[src/rtl/master_port_pkg.sv]
// Shared bus definitions: FSM encoding, slave-select code layout and
// the start marker that leads every code.
package master_port_pkg;

  typedef enum logic [2:0] {IDLE, REQ, ADDR, DATA, DONE} state_e;

  localparam int   SS_CODE_W    = 3;
  localparam logic START_MARKER = 1'b1;

  function automatic logic [SS_CODE_W-1:0] ss_code(input logic [1:0] slave);
    return {slave, START_MARKER};
  endfunction

endpackage

[src/rtl/serial_shifter.sv]
// PISO/SIPO bit engine shared by the address and data phases. Exposes the
// bit that follows the next shift, so the caller can register it directly.
module serial_shifter
  import master_port_pkg::*;
#(
  parameter int SW = 8,
  parameter int CW = 4
) (
  input  logic          clk,
  input  logic          reset,
  input  logic          load,
  input  logic [SW-1:0] load_data,
  input  logic [CW-1:0] load_len,
  input  logic          step,
  input  logic          sample,
  input  logic          din,
  output logic          nxt,
  output logic          last,
  output logic [SW-1:0] rx_nxt
);
  logic [SW-1:0] sh, rx;
  logic [CW-1:0] idx, len;

  assign nxt  = sh[1];
  assign last = (idx == len - 1'b1);

  // Received bits land at their own index, so an aborted word keeps
  // the bits received so far and zeros above them.
  always_comb begin
    rx_nxt = rx;
    for (int i = 0; i < SW; i++)
      if (sample && idx == CW'(i)) rx_nxt[i] = din;
  end

  always_ff @(posedge clk or negedge reset) begin
    if (!reset) begin
      sh  <= '0;
      rx  <= '0;
      idx <= '0;
      len <= '0;
    end else if (load) begin
      sh  <= load_data;
      rx  <= '0;
      idx <= '0;
      len <= load_len;
    end else if (step) begin
      sh  <= sh >> 1;
      rx  <= rx_nxt;
      idx <= idx + 1'b1;
    end
  end

endmodule

[src/rtl/master_port.sv]
// Serial bus master port: request/grant handshake, serial slave-select
// code, then one serial data word written or read LSB first.
module master_port
  import master_port_pkg::*;
#(
  parameter int DATA_WIDTH    = 8,
  parameter int GRANT_TIMEOUT = 15
) (
  input  logic                  clk,
  input  logic                  reset,
  input  logic                  cmd_valid,
  output logic                  cmd_ready,
  input  logic                  cmd_write,
  input  logic [1:0]            cmd_slave,
  input  logic [DATA_WIDTH-1:0] cmd_wdata,
  output logic                  request,
  input  logic                  grant,
  output logic                  slave_select,
  output logic                  bus_dir,
  output logic                  bus_dout,
  input  logic                  bus_din,
  output logic                  rsp_valid,
  output logic [DATA_WIDTH-1:0] rsp_rdata,
  output logic                  rsp_err
);
  localparam int SW = (DATA_WIDTH > SS_CODE_W) ? DATA_WIDTH : SS_CODE_W;
  localparam int CW = $clog2(SW + 1);
  localparam int TW = $clog2(GRANT_TIMEOUT + 1);

  state_e                state;
  logic                  wr;
  logic [1:0]            slv;
  logic [DATA_WIDTH-1:0] wdata;
  logic [TW-1:0]         wait_cnt;

  logic          ld, step, sample, nxt, last, fin, fin_err;
  logic [SW-1:0] ld_data, rx_nxt;
  logic [CW-1:0] ld_len;

  assign cmd_ready = (state == IDLE);

  always_comb begin
    ld      = 1'b0;
    ld_data = '0;
    ld_len  = '0;
    step    = 1'b0;
    sample  = 1'b0;
    fin     = 1'b0;
    fin_err = 1'b0;
    case (state)
      REQ: begin
        if (grant) begin
          ld      = 1'b1;
          ld_data = SW'(ss_code(slv));
          ld_len  = CW'(SS_CODE_W);
        end else if (wait_cnt == TW'(GRANT_TIMEOUT - 1)) begin
          fin     = 1'b1;
          fin_err = 1'b1;
        end
      end
      ADDR: begin
        if (!grant) begin
          fin     = 1'b1;
          fin_err = 1'b1;
        end else if (last) begin
          ld      = 1'b1;
          ld_data = SW'(wdata);
          ld_len  = CW'(DATA_WIDTH);
        end else begin
          step = 1'b1;
        end
      end
      DATA: begin
        if (!grant) begin
          fin     = 1'b1;
          fin_err = 1'b1;
        end else begin
          step   = 1'b1;
          sample = !wr;
          fin    = last;
        end
      end
      default: ;
    endcase
  end

  serial_shifter #(.SW(SW), .CW(CW)) u_shf (
    .clk       (clk),
    .reset     (reset),
    .load      (ld),
    .load_data (ld_data),
    .load_len  (ld_len),
    .step      (step),
    .sample    (sample),
    .din       (bus_din),
    .nxt       (nxt),
    .last      (last),
    .rx_nxt    (rx_nxt)
  );

  always_ff @(posedge clk or negedge reset) begin
    if (!reset) begin
      state        <= IDLE;
      wr           <= 1'b0;
      slv          <= '0;
      wdata        <= '0;
      wait_cnt     <= '0;
      request      <= 1'b0;
      slave_select <= 1'b0;
      bus_dir      <= 1'b0;
      bus_dout     <= 1'b0;
      rsp_valid    <= 1'b0;
      rsp_rdata    <= '0;
      rsp_err      <= 1'b0;
    end else if (fin) begin
      state        <= DONE;
      wait_cnt     <= '0;
      request      <= 1'b0;
      slave_select <= 1'b0;
      bus_dir      <= 1'b0;
      bus_dout     <= 1'b0;
      rsp_valid    <= 1'b1;
      rsp_err      <= fin_err;
      // A timeout never received a bit; shifter may hold a stale word.
      rsp_rdata    <= (state == REQ) ? '0 : rx_nxt[DATA_WIDTH-1:0];
    end else begin
      rsp_valid <= 1'b0;
      case (state)
        IDLE: if (cmd_valid) begin
          state    <= REQ;
          request  <= 1'b1;
          wr       <= cmd_write;
          slv      <= cmd_slave;
          wdata    <= cmd_wdata;
          wait_cnt <= '0;
        end
        REQ: begin
          if (grant) begin
            state        <= ADDR;
            wait_cnt     <= '0;
            slave_select <= START_MARKER;
          end else begin
            wait_cnt <= wait_cnt + 1'b1;
          end
        end
        ADDR: begin
          if (last) begin
            state        <= DATA;
            slave_select <= 1'b0;
            bus_dir      <= wr;
            bus_dout     <= wr & wdata[0];
          end else begin
            slave_select <= nxt;
          end
        end
        DATA:    bus_dout <= wr & nxt;
        DONE:    state <= IDLE;
        default: state <= IDLE;
      endcase
    end
  end

endmodule
[config.mk]
export PLATFORM = sky130hd
export DESIGN_NAME = master_port
export DESIGN_NICKNAME = d
export VERILOG_FILES = /design/src/rtl/master_port_pkg.sv /design/src/rtl/serial_shifter.sv /design/src/rtl/master_port.sv
export SDC_FILE = /design/constraint.sdc
export NUM_CORES = 1
export LEC_CHECK = 0
export ABC_AREA = 1
export CORE_MARGIN = 2
export CORE_UTILIZATION = 50
export DETAILED_ROUTE_END_ITERATION = 7
export GPL_TIMING_DRIVEN = 0
export PLACE_DENSITY = 0.71
export RECOVER_POWER = 50
export SLEW_MARGIN = 20
export SYNTH_ARGS = -nofsm -noshare
export SYNTH_HDL_FRONTEND = slang
export SYNTH_HIERARCHICAL = 1
export SYNTH_SLANG_ARGS = --single-unit
[constraint.sdc]
create_clock -name clk -period 6.77 [get_ports clk]
set_clock_uncertainty 0.1 [all_clocks]
set_input_delay 1.0155 -clock clk [delete_from_list [all_inputs] [get_ports clk]]
set_output_delay 1.0155 -clock clk [all_outputs]
set_load 0.005 [all_outputs]
==> impl_metrics.yaml, run 1 <==
outcome:
  status: "finished, violations left"
  violations: "capacitance limit, slew limit"
power_and_ir_drop:
  leakage_uw: 0.00179
  vdd_ir_drop_max_uv: 182
  pwr_density_cell_nw_per_um2: 387
critical_path:
  criticalPathCategory: "in2async"
  startpoint_type: "input pin"
  worstPathArrival_ns: 3.11
  crit_slowest_cell: "clkbuf_1"
  crit_family: "buffers and inverters"
  cp.required_ns: 6.45
  crit_buf_inv: 1
  crit_chain: "clkbuf_1"
  cp_max_fo: 55
  crit_path_end_kind: "asynchronous set/reset pin"
  max_stage_delay_ns: 2.04
  rr_startpoint: "u_shf/len[0]$_DFFE_PN0P_"
  startpoint: "reset"
drt:
  vias: 2418
  initialDrtViolationCount: 104
  wl_per_cell_microns: 11.9
  postRouteAntennaNets: 0
  wl_mm: 5.81
  via_per_inst: 4.95
  post-route-drc-count: 0
  drtPass1Iterations: 4
clock_network:
  ctsResizeCount: 0
  clk_pin_slew_ns: 0.10
  cts_buffers: 5
  cts_sinks: 55
  clockBufferDepth: 2
  cts_tree: "done"
  clk_latency_ns: 0.31
  ctsHoldBuffers: 0
  cts_setup_buffers: 0
  htree_levels: 2
  ctsRootBufferMaster: "clkbuf_8"
cells_and_area:
  drive_above_1_share_pct: 15.0
  antenna_cells: 0
  fin_util_pct: 60.0
  area_growth_pct: 15.2
  nNetsFinal: 435
global_routing:
  top_usage_layer: "met2"
  grt_usage_pct: 17.9
  grt_pass1_vias: 2245
  met3_usage_pct: 4.08
  antenna_found_initial: 0
  met1_usage_pct: 23.1
  grt_max_degree: 56
  grt_first_pass_wirelength_mm: 10.2
  grt-ovfl-total: 0
  grtUsageMet2_pct: 30.6
timing:
  rsz0062_at_grt: "false"
  slew_headroom_pct: -96.7
  setup_viol: 0
  drv_slew: 56
  tightest_slew_ns: 2.95
  post-route-period-util_pct: 50.6
  finalHoldViolations: 0
  setup_ws_ns: 3.34
  period_needed_ns: 3.43
  fmax_mhz: 292
  setup_tns_ns: 0
placed_design:
  gp_congestion: 0.810
  dp_hpwl_mm: 4.39
  io_buffers: 30
  dp_worst_setup_slack_ns: 3.59
yosys:
  yosys_warnings: 6
  postSynthAreaPerCell_sq_um: 8.32
  synth_nets: 398
  netlist_area_sq_um: 3120
  netlist_instances: 375
die:
  num_rows: 28
  die_h_microns: 83.0
  coreArea_sq_um: 5990
  die_w_microns: 83.0
  start_util_pct: 52.1
  num_io_pins: 31
  die_area_sq_um: 6890
hold_path:
  min_path_type: "reg2reg"
  min-delay-start: "slave_select$_DFFE_PN0P_"
run:
  maxCapViolCount: 1
[sequential cells by signal (all words and copies together), names as in the netlist]
register	cells
rsp_rdata	8
u_shf/rx	8
wdata	8
u_shf/sh	7
u_shf/idx	4
u_shf/len	4
wait_cnt	4
state	3
slv	2
bus_dir	1
bus_dout	1
request	1
rsp_err	1
rsp_valid	1
slave_select	1
wr	1
[routing by layer]
layer / vias up / share of wire (%)
li1: 1255 / -
met5: - / 0
met2: 37 / 48
met3: 6 / 3.9
met1: 1120 / 47
met4: 0 / 1.1
[layout make-up]
cell class | count | area (sq um)
Buffer | 7 | 73.8
Clock buffer | 8 | 100
Fill cell | 555 | 2400
Inverter | 52 | 198
Multi-Input combinational cell | 261 | 1460
Sequential cell | 55 | 1380
Tap cell | 75 | 93.8
Timing Repair Buffer | 30 | 294
[report_power, final]
group / switching, uW / leakage [uW] / internal, uW
logic: 379 / 0.00102 / 287
clock network: 105 / 0.0000515 / 93.7
registers: 79.3 / 0.000715 / 447
[per-stage QoR]
step	cell area, sq um	power, uW	instances	hold WS, ns
6_report	3590	1390	488	0.382
5_1_grt	3590	1520	488	0.405
4_1_cts	3610	1410	488	0.385
3_5_place_dp	3510	1210	480	0.363
3_3_place_gp	3520	1190	480	0.358
2_1_floorplan	3120	1010	375	0.349
[path summary, 6_finish.rpt]
check	end	slack, ns	depth (start not counted)
max reg2reg	u_shf/rx[1]$_DFFE_PN0P_	3.94	12
max	u_shf/idx[0]$_DFFE_PN0P_	3.34	1
min	slave_select$_DFFE_PN0P_	0.38	2
max in group clk	u_shf/sh[6]$_DFFE_PN0P_	3.92	7
min reg2reg	slave_select$_DFFE_PN0P_	0.38	2
min in group asynchronous	rsp_rdata[3]$_DFFE_PN0P_	1.55	1
[cell usage in the layout, fill, tap and decap left out, types with 8 or more instances in the layout]
cell type	count
o21ai_0	14
o21ai_2	9
nand3_1	33
nand2_1	105
inv_1	45
a21oi_1	10
dfrtp_1	55
nor2_1	25
clkdlybuf4s50_1	28
and2_1	8
Note: power is estimated with default switching activity, not from simulation.
==> inputs of run 2 (changes only) <==
PLACE_DENSITY = 0.74   (was 0.71)
clock period = 3.1 ns   (was 6.77 ns; I/O delays follow)
==> run 2 against run 1 <==
  * The flow now finishes without violations
  * Final cell count decreased by 0.20%
  * Combinational power is 120% higher
  * Final area fell by 0.42%
  * Global-route usage is 1.0 points higher
  * First-iteration DRC count grew 54%
  * Non-clock buffer count unchanged
  * Hold slack got worse by 0.032 ns
  * Critical endpoint is now u_shf/rx[2]$_DFFE_PN0P_
  * Largest cell class unchanged
==> impl_metrics.yaml, run 2 (same netlist as run 1, synthesis figures left out) <==
timing:
  fmax_mhz: 376
  rsz0062_at_grt: "false"
  setup_ws_ns: 0.439
  setup_viol: 0
  setup_tns_ns: 0
  slew_headroom_pct: 9.29
  period_needed_ns: 2.66
  post-route-period-util_pct: 85.9
  drv_slew: 0
  tightest_slew_ns: 1.36
  finalHoldViolations: 0
critical_path:
  reg2regPathDepth: 12
  rr_startpoint: "u_shf/len[0]$_DFFE_PN0P_"
  cp.required_ns: 3.23
  startpoint: "u_shf/len[0]$_DFFE_PN0P_"
  worstPathArrival_ns: 2.79
  r2r_end: "u_shf/rx[2]$_DFFE_PN0P_"
  criticalPathCategory: "reg2reg"
  reg2reg_slack_ns: 0.44
  startpoint_type: "register"
  cp_max_fo: 7
  crit_path_end_kind: "register"
drt:
  postRouteAntennaNets: 0
  drtPass1Iterations: 4
  vias: 2451
  wl_per_cell_microns: 12.2
  wl_mm: 5.96
  initialDrtViolationCount: 160
  via_per_inst: 5.03
  post-route-drc-count: 0
global_routing:
  antenna_found_initial: 0
  grt_pass1_vias: 2378
  grt_usage_pct: 18.9
  grt-ovfl-total: 0
  grt_max_degree: 56
  grt_first_pass_wirelength_mm: 10.9
die:
  die_w_microns: 83.0
  start_util_pct: 52.1
  num_io_pins: 31
  die_h_microns: 83.0
  coreArea_sq_um: 5990
  die_area_sq_um: 6890
  num_rows: 28
cells_and_area:
  final_common_cell: "nand2_1"
  antenna_cells: 0
  final_area_sq_um: 3580
  area_growth_pct: 14.7
  drive_above_1_share_pct: 15.0
  nNetsFinal: 435
  fin_util_pct: 59.8
  final_cell_mix: "nand2_1 (105), dfrtp_1 (55), inv_1 (46)"
  reg_top3: "rsp_rdata x8, u_shf/rx x8, wdata x8"
  final.fill_count: 548
clock_network:
  cts_sinks: 55
  ctsHoldBuffers: 0
  ctsRootBufferMaster: "clkbuf_8"
  clk_latency_ns: 0.31
  cts_tree: "done"
  cts_setup_buffers: 0
  clockBufferDepth: 2
  htree_levels: 2
  cts_buffers: 5
  clk_pin_slew_ns: 0.09
power_and_ir_drop:
  pwr_density_cell_nw_per_um2: 842
  leakage_uw: 0.00179
  vdd_ir_drop_max_uv: 443
run:
  maxCapViolCount: 0
placed_design:
  dp_hpwl_mm: 4.54
  io_buffers: 30
  gp_congestion: 0.894
  dp_worst_setup_slack_ns: 0.302
  placed_cell_area_sq_um: 3510
hold_path:
  min_path_type: "in2async"
outcome:
  status: "complete, no violations"
[run 2: stage by stage]
step / hold slack, ns / total power [uW] / instances
global placement: 0.358 / 2610 / 480
floorplan: 0.0694 / 2210 / 375
CTS: 0.121 / 3070 / 487
finish: 0.350 / 3020 / 487
detailed placement: 0.366 / 2660 / 480
global route: 0.416 / 3300 / 487
[run 2: worst max path at each step]
| stage | end |
|---|---|
| detailed placement | u_shf/rx[3]$_DFFE_PN0P_ |
| CTS | u_shf/rx[3]$_DFFE_PN0P_ |
| global placement | bus_dir$_DFFE_PN0P_ |
| global route | u_shf/rx[3]$_DFFE_PN0P_ |
| floorplan | u_shf/sh[6]$_DFFE_PN0P_ |
| finish | u_shf/rx[2]$_DFFE_PN0P_ |
[run 2: worst max-delay path: stages (launching register included)]
cell and delay (ns):
dfrtp_1 0.40, inv_1 0.12, ha_1 0.25, xnor2_1 0.13
nor2_1 0.08, nand2_1 0.05, nor2_1 0.32, inv_1 0.10
nand3_1 0.26, o21ai_2 0.22, nor2_8 0.20, inv_1 0.16
o21ai_0 0.18
[run 2: final cells by class]
| cell class | instances | area (sq um) | area share [%] |
|---|---|---|---|
| Multi-Input combinational cell | 261 | 1460 | 40.7 |
| Sequential cell | 55 | 1380 | 38.4 |
| Timing Repair Buffer | 30 | 295 | 8.25 |
| Inverter | 52 | 198 | 5.52 |
| Tap cell | 75 | 93.8 | 2.62 |
| Clock buffer | 6 | 82.6 | 2.31 |
| Buffer | 7 | 73.8 | 2.06 |
| Clock inverter | 1 | 5.00 | 0.140 |
[run 2: metal layers]
metal,wire length [microns],track usage [%],vias to the layer above
li1,-,-,1248
met1,2790,25.3,1152
met2,2890,31.7,45
met3,215,3.58,6
met4,69,5.07,0
met5,0,0,-
[run 2: where the power goes]
group | internal (uW) | switching (uW)
clock network | 176 | 228
registers | 977 | 176
logic | 624 | 834
[run 2: timing repair]
action,in CTS,in global routing
resized for setup,0,1
endpoints found under the hold margin,0,0
endpoints found under the setup margin,0,3
